**config.mk**
```make
export PLATFORM = sky130hd
export DESIGN_NAME = if_id_queue_flat
export DESIGN_NICKNAME = d
export VERILOG_FILES = /design/src/rtl/pipeline_pkg.sv /design/src/rtl/if_id_queue_if.sv /design/src/rtl/if_id_queue_storage.sv /design/src/rtl/if_id_queue.sv /design/src/flat_wrapper.sv
export SDC_FILE = /design/constraint.sdc
export NUM_CORES = 1
export LEC_CHECK = 0
export ABC_AREA = 1
export BUFFER_PORTS_ARGS = -buffer_cell sky130_fd_sc_hd__buf_2
export CAP_MARGIN = 20
export CORE_MARGIN = 10
export CORE_UTILIZATION = 55
export DETAILED_ROUTE_END_ITERATION = 10
export PLACE_DENSITY = 0.77
export SLEW_MARGIN = 10
export SYNTH_ARGS = -nofsm -noshare
export SYNTH_HDL_FRONTEND = slang
export SYNTH_HIERARCHICAL = 1
export SYNTH_SLANG_ARGS = --single-unit
export TNS_END_PERCENT = 20
```
**constraint.sdc**
```tcl
create_clock -name clk -period 4.1 [get_ports clk]
set_clock_uncertainty 0.05 [all_clocks]
set_input_delay 0.82 -clock clk [delete_from_list [all_inputs] [get_ports clk]]
set_output_delay 0.82 -clock clk [all_outputs]
set_load 0.01 [all_outputs]
```
**src/rtl/pipeline_pkg.sv**
```systemverilog
// Shared fetch/decode pipeline definitions: the NOP encoding, the word width,
// and the {pc, instr} pair type.
package pipeline_pkg;

    localparam int WORD_W = 32;

    // The all-zero word is the MIPS NOP (sll $0, $0, 0).
    localparam logic [WORD_W-1:0] NOP = 32'h0000_0000;

    typedef struct packed {
        logic [WORD_W-1:0] pc;
        logic [WORD_W-1:0] instr;
    } fetch_pair_t;

endpackage

```
**src/rtl/if_id_queue_if.sv**
```systemverilog
// Fetch-to-decode queue bus: fetch-side handshake, flush, decode-side handshake
// and the occupancy count.
interface if_id_queue_if #(
    parameter int DEPTH = 2,
    parameter int WIDTH = 32
) ();

    localparam int CNT_W = $clog2(DEPTH + 1);

    logic             in_valid;
    logic             in_ready;
    logic [WIDTH-1:0] in_pc;
    logic [WIDTH-1:0] in_instr;
    logic             flush;
    logic             out_valid;
    logic             out_ready;
    logic [WIDTH-1:0] out_pc;
    logic [WIDTH-1:0] out_instr;
    logic [CNT_W-1:0] count;

    // The master modport represents the surrounding pipeline (fetch + decode).
    modport master (
        output in_valid, in_pc, in_instr, flush, out_ready,
        input  in_ready, out_valid, out_pc, out_instr, count
    );

    modport slave (
        input  in_valid, in_pc, in_instr, flush, out_ready,
        output in_ready, out_valid, out_pc, out_instr, count
    );

endinterface

```
**src/rtl/if_id_queue_storage.sv**
```systemverilog
// DEPTH-entry register array for the instruction queue: one synchronous write
// port, one asynchronous read port, cleared by the asynchronous reset.
module queue_storage #(
    parameter int DEPTH  = 2,
    parameter int DATA_W = 64,
    localparam int ADDR_W = $clog2(DEPTH)
) (
    input  logic              clk,
    input  logic              rst,
    input  logic              we,
    input  logic [ADDR_W-1:0] waddr,
    input  logic [DATA_W-1:0] wdata,
    input  logic [ADDR_W-1:0] raddr,
    output logic [DATA_W-1:0] rdata
);

    logic [DATA_W-1:0] mem [DEPTH];

    // NOTE: the array is reset, unlike a RAM, so out_pc reads 0 while rst is low;
    // every state update uses <= so all entries see the same pre-edge values.
    always_ff @(posedge clk or negedge rst) begin
        if (!rst) begin
            for (int i = 0; i < DEPTH; i++) begin
                mem[i] <= '0;
            end
        end else if (we) begin
            mem[waddr] <= wdata;
        end
    end

    assign rdata = mem[raddr];

endmodule

```
**src/rtl/if_id_queue.sv**
```systemverilog
// IF/ID instruction queue: circular buffer of {pc, instr} pairs with a
// valid/ready handshake on each side, a flush, and a NOP on out_instr when empty.
module if_id_queue
    import pipeline_pkg::*;
#(
    parameter int DEPTH = 2,
    parameter int WIDTH = WORD_W
) (
    input logic          clk,
    input logic          rst,
    if_id_queue_if.slave q
);

    localparam int PTR_W = $clog2(DEPTH);
    localparam int CNT_W = $clog2(DEPTH + 1);

    logic [PTR_W-1:0]   wr_ptr;
    logic [PTR_W-1:0]   rd_ptr;
    logic [CNT_W-1:0]   count_q;
    logic               full;
    logic               empty;
    logic               push;
    logic               pop;
    logic [2*WIDTH-1:0] head;

    // Ready and valid depend only on registered occupancy, so there is no path
    // from out_ready to in_ready and a full queue never writes through.
    assign full  = (count_q == CNT_W'(DEPTH));
    assign empty = (count_q == '0);
    assign push  = q.in_valid & ~full;
    assign pop   = q.out_ready & ~empty;

    always_ff @(posedge clk or negedge rst) begin
        if (!rst) begin
            wr_ptr  <= '0;
            rd_ptr  <= '0;
            count_q <= '0;
        end else if (q.flush) begin
            wr_ptr  <= '0;
            rd_ptr  <= '0;
            count_q <= '0;
        end else begin
            // Pointers are log2(DEPTH) bits wide, so they wrap on their own.
            if (push) wr_ptr <= wr_ptr + PTR_W'(1);
            if (pop)  rd_ptr <= rd_ptr + PTR_W'(1);
            if (push && !pop) begin
                count_q <= count_q + CNT_W'(1);
            end else if (pop && !push) begin
                count_q <= count_q - CNT_W'(1);
            end
        end
    end

    queue_storage #(
        .DEPTH  (DEPTH),
        .DATA_W (2 * WIDTH)
    ) u_storage (
        .clk   (clk),
        .rst   (rst),
        .we    (push & ~q.flush),
        .waddr (wr_ptr),
        .wdata ({q.in_pc, q.in_instr}),
        .raddr (rd_ptr),
        .rdata (head)
    );

    assign q.in_ready  = ~full;
    assign q.out_valid = ~empty;
    assign q.count     = count_q;
    assign q.out_pc    = head[2*WIDTH-1:WIDTH];
    assign q.out_instr = empty ? WIDTH'(NOP) : head[WIDTH-1:0];

endmodule

```
**src/flat_wrapper.sv**
```systemverilog
// flat-port wrapper written by rule: the top's interface ports become plain ports
module if_id_queue_flat import pipeline_pkg::*;
#(
    parameter int DEPTH = 2,
    parameter int WIDTH = WORD_W
)
  (clk, rst, q_in_valid, q_in_pc, q_in_instr, q_flush, q_out_ready, q_in_ready, q_out_valid, q_out_pc, q_out_instr, q_count);
  if_id_queue_if #(.DEPTH(DEPTH), .WIDTH(WIDTH)) q_i ();
  input logic clk;
  input logic rst;
  input wire logic [$bits(q_i.in_valid)-1:0] q_in_valid;
  input wire logic [$bits(q_i.in_pc)-1:0] q_in_pc;
  input wire logic [$bits(q_i.in_instr)-1:0] q_in_instr;
  input wire logic [$bits(q_i.flush)-1:0] q_flush;
  input wire logic [$bits(q_i.out_ready)-1:0] q_out_ready;
  output wire logic [$bits(q_i.in_ready)-1:0] q_in_ready;
  output wire logic [$bits(q_i.out_valid)-1:0] q_out_valid;
  output wire logic [$bits(q_i.out_pc)-1:0] q_out_pc;
  output wire logic [$bits(q_i.out_instr)-1:0] q_out_instr;
  output wire logic [$bits(q_i.count)-1:0] q_count;
  assign q_i.in_valid = q_in_valid;
  assign q_i.in_pc = q_in_pc;
  assign q_i.in_instr = q_in_instr;
  assign q_i.flush = q_flush;
  assign q_i.out_ready = q_out_ready;
  assign q_in_ready = q_i.in_ready;
  assign q_out_valid = q_i.out_valid;
  assign q_out_pc = q_i.out_pc;
  assign q_out_instr = q_i.out_instr;
  assign q_count = q_i.count;
  if_id_queue #(.DEPTH(DEPTH), .WIDTH(WIDTH)) u_core (.clk(clk), .rst(rst), .q(q_i));
endmodule
```
==> results.md <==
* Status: finished, final reports clean
* Synthesized area at 6530 sq um
* CORE AREA at 11500 sq um
* Pin count of the biggest net entering global routing at 90
* Die width at 129 microns
* Reg-to-reg endpoint: u_core/u_storage/mem[70]$_DFFE_PN0P_
* Nets at 1042
* Filler instances at 1009
* Synthesis Warnings at 6
* Seq cells post-synth at 132
* Hold Path Class: primary input to async pin
* Rel. slew slack at 0.398
* Layout cell share with drive strength beyond 1 at 0.191
* Vias/cell at 5.14
* Final wirelength at 16500 microns
* Clock-pin slew of the registers on the worst-case setup and hold paths at 50 ps
* Number of flops mapped to enable cells by yosys at 0
* Antenna diodes at 0
* Clock root cell: clkbuf_16
* Max cap viols at 0
* First-pass GRT wire length at 27200 microns
* Sequential fraction of the synthesis area at 0.506
* Post-synth top cells: nand2_1 (337), dfrtp_1 (132), nand3_1 (128), inv_1 (100), o21ai_0 (64)
* Pwr Density at 734 nW/um^2
* Die Y-Extent at 129 microns
* Crit path arrival time at 2120 ps
* Setup CP Type: flip-flop to output port
* Worst path required time at 3230 ps
* DRC at 0
* Iteration-0 DRC Markers at 498
* Final Hold Vio Count at 0
* First-pass DRT Iterations at 5
* Final min period at 2990 ps
* Initial core utilization at 0.567
* CTS tree: yes
* Cell taking the most area after synthesis: dfrtp_1
* Mapped Cells at 865
* Fin crit share at 0.730
* FMAX at 0.334 GHz
* Average wire per standard cell at 14.6 microns
* Setup TNS Final at 0 ps
* Synth top area cells: dfrtp_1 (51%), nand2_1 (19%), nand3_1 (9.8%)
* Worst-skew pair later-pin latency at 410 ps
* Vias in the first global route at 5597
* Worst Tran Pin Value at 903 ps
* H-tree level count at 4
* Clock Path Buffers at 2
* Post-synth cell types at 17
* Buffers on Ports at 136
* Post-DRT Antenna Nets at 0
* Sink Count at 132
* Final hold slack at 386 ps
* Startpoint types: flip-flop
* TritonCTS buffer count at 17
* R2r worst-path depth at 9
* Postcts setup bufs at 0
* Ports at 137
* Critical path endpoint category: output port
* Top FF cell, synth: dfrtp_1
* Via count at 5799
* Resized cells post-CTS at 0
* CP max FO at 66
* Die area at 16600 sq um
* Reg2reg setup slack at 1550 ps
* Leakage at 4.32 nW
* Ys async rst share at 1.00
* DP Wirelength at 10200 microns
* Area growth, synth to finish at 17.9%
* Max VDD drop at 0.000419 V
* Avg Inst Size Synth at 7.54 sq um
* Initial antenna violation count at 0
* Slew Limit Fails at 0
* Post-CTS Hold Fix Bufs at 0
* Top cell type's share of synthesized area at 0.506
* Syn_nets at 934
* Most instantiated library cell after synthesis: nand2_1
* Final setup violation count at 0
* Global route total overflow at 0
* RR Startpoint: u_core/q.count[0]$_DFFE_PN0P_
* RSZ-0062 raised after global routing: false
* Total GRT Usage at 0.201
* Core Rows at 39
* Gpl congestion at 0.789
## area by class of cell
| type | count | area [sq um] | share of cell area |
|---|---|---|---|
| flip-flops and latches | 132 | 3310 | 0.430 |
| multi-input cells | 575 | 2430 | 0.316 |
| repair buffers | 146 | 783 | 0.102 |
| clock buffers | 22 | 484 | 0.0629 |
| inverters | 101 | 379 | 0.0493 |
| well taps | 143 | 179 | 0.0232 |
| clock inverters | 10 | 128 | 0.0166 |
## sequential cells by signal (all words and copies together), names as in the netlist
name and cells:
u_core/wr_ptr 1, u_core/q.count 2, u_core/rd_ptr 1, u_core/u_storage/mem 128
## layer usage
layer / part of all wire / global-route usage
met2: 0.49 / 0.328
met4: 0.011 / 0.0662
met1: 0.42 / 0.249
met3: 0.078 / 0.0637
met5: 0 / 0
## worst max path at each step
stage	start	slack, ps	cells after the start	to
CTS	u_core/rd_ptr$_DFFE_PN0P_	1100	6	q_out_instr[12]
detailed placement	q_in_valid	1280	8	u_core/u_storage/mem[70]$_DFFE_PN0P_
global placement	q_in_valid	1350	8	u_core/u_storage/mem[68]$_DFFE_PN0P_
global route	u_core/rd_ptr$_DFFE_PN0P_	980	6	q_out_instr[14]
floorplan	u_core/rd_ptr$_DFFE_PN0P_	2120	7	q_out_instr[29]
finish	u_core/rd_ptr$_DFFE_PN0P_	1110	6	q_out_instr[12]
## logic make-up after synthesis
group,Yosys count,share of synthesized area
AND/OR/NAND/NOR,508,0.320
flip-flops,132,0.506
AO/OA/AOI/OAI,66,0.0506
XOR/XNOR,1,0.00134
buffers and inverters,158,0.122
## placed cells by master, fill, tap and decap left out, drive strengths merged
cell / Yosys / final
a21oi: 2 / 2
buf: 52 / 146
bufinv: 0 / 3
clkbuf: 5 / 22
clkinv: 0 / 6
clkinvlp: 0 / 1
dfrtp: 132 / 132
inv: 101 / 101
nand2: 340 / 340
nand3: 128 / 128
nand4: 1 / 1
nor2: 38 / 38
nor3b: 1 / 1
o21ai: 64 / 64
xor2: 1 / 1
## worst max-delay path, stage by stage, from the launching register on
cell,delay (ps)
dfrtp_4,830
buf_12,320
nand2_1,90
o21ai_0,130
inv_1,80
nor2_1,100
buf_2,140
## where the power goes
group / switching [mW] / total, mW / leakage [nW] / internal (mW)
sequential: 0.381 / 2.27 / 1.64 / 1.89
clock: 0.538 / 1.55 / 0.305 / 1.01
combinational: 1.16 / 1.83 / 2.37 / 0.672
total: 2.08 / 5.65 / 4.32 / 3.57
## through the flow
| step | cell area [sq um] | util | worst slack [ps] | total power [mW] | cells |
|---|---|---|---|---|---|
| 2_1_floorplan | 6530 | - | 2120 | 3.48 | 865 |
| 3_3_place_gp | 7080 | 0.615 | 1350 | 4.05 | 1097 |
| 3_5_place_dp | 7080 | 0.615 | 1280 | 4.12 | 1097 |
| 4_1_cts | 7700 | 0.668 | 1100 | 5.69 | 1129 |
| 5_1_grt | 7700 | 0.668 | 982 | 6.10 | 1129 |
| 6_report | 7700 | 0.668 | 1110 | 5.65 | 1129 |
Note: power is estimated with default switching activity, not from simulation.
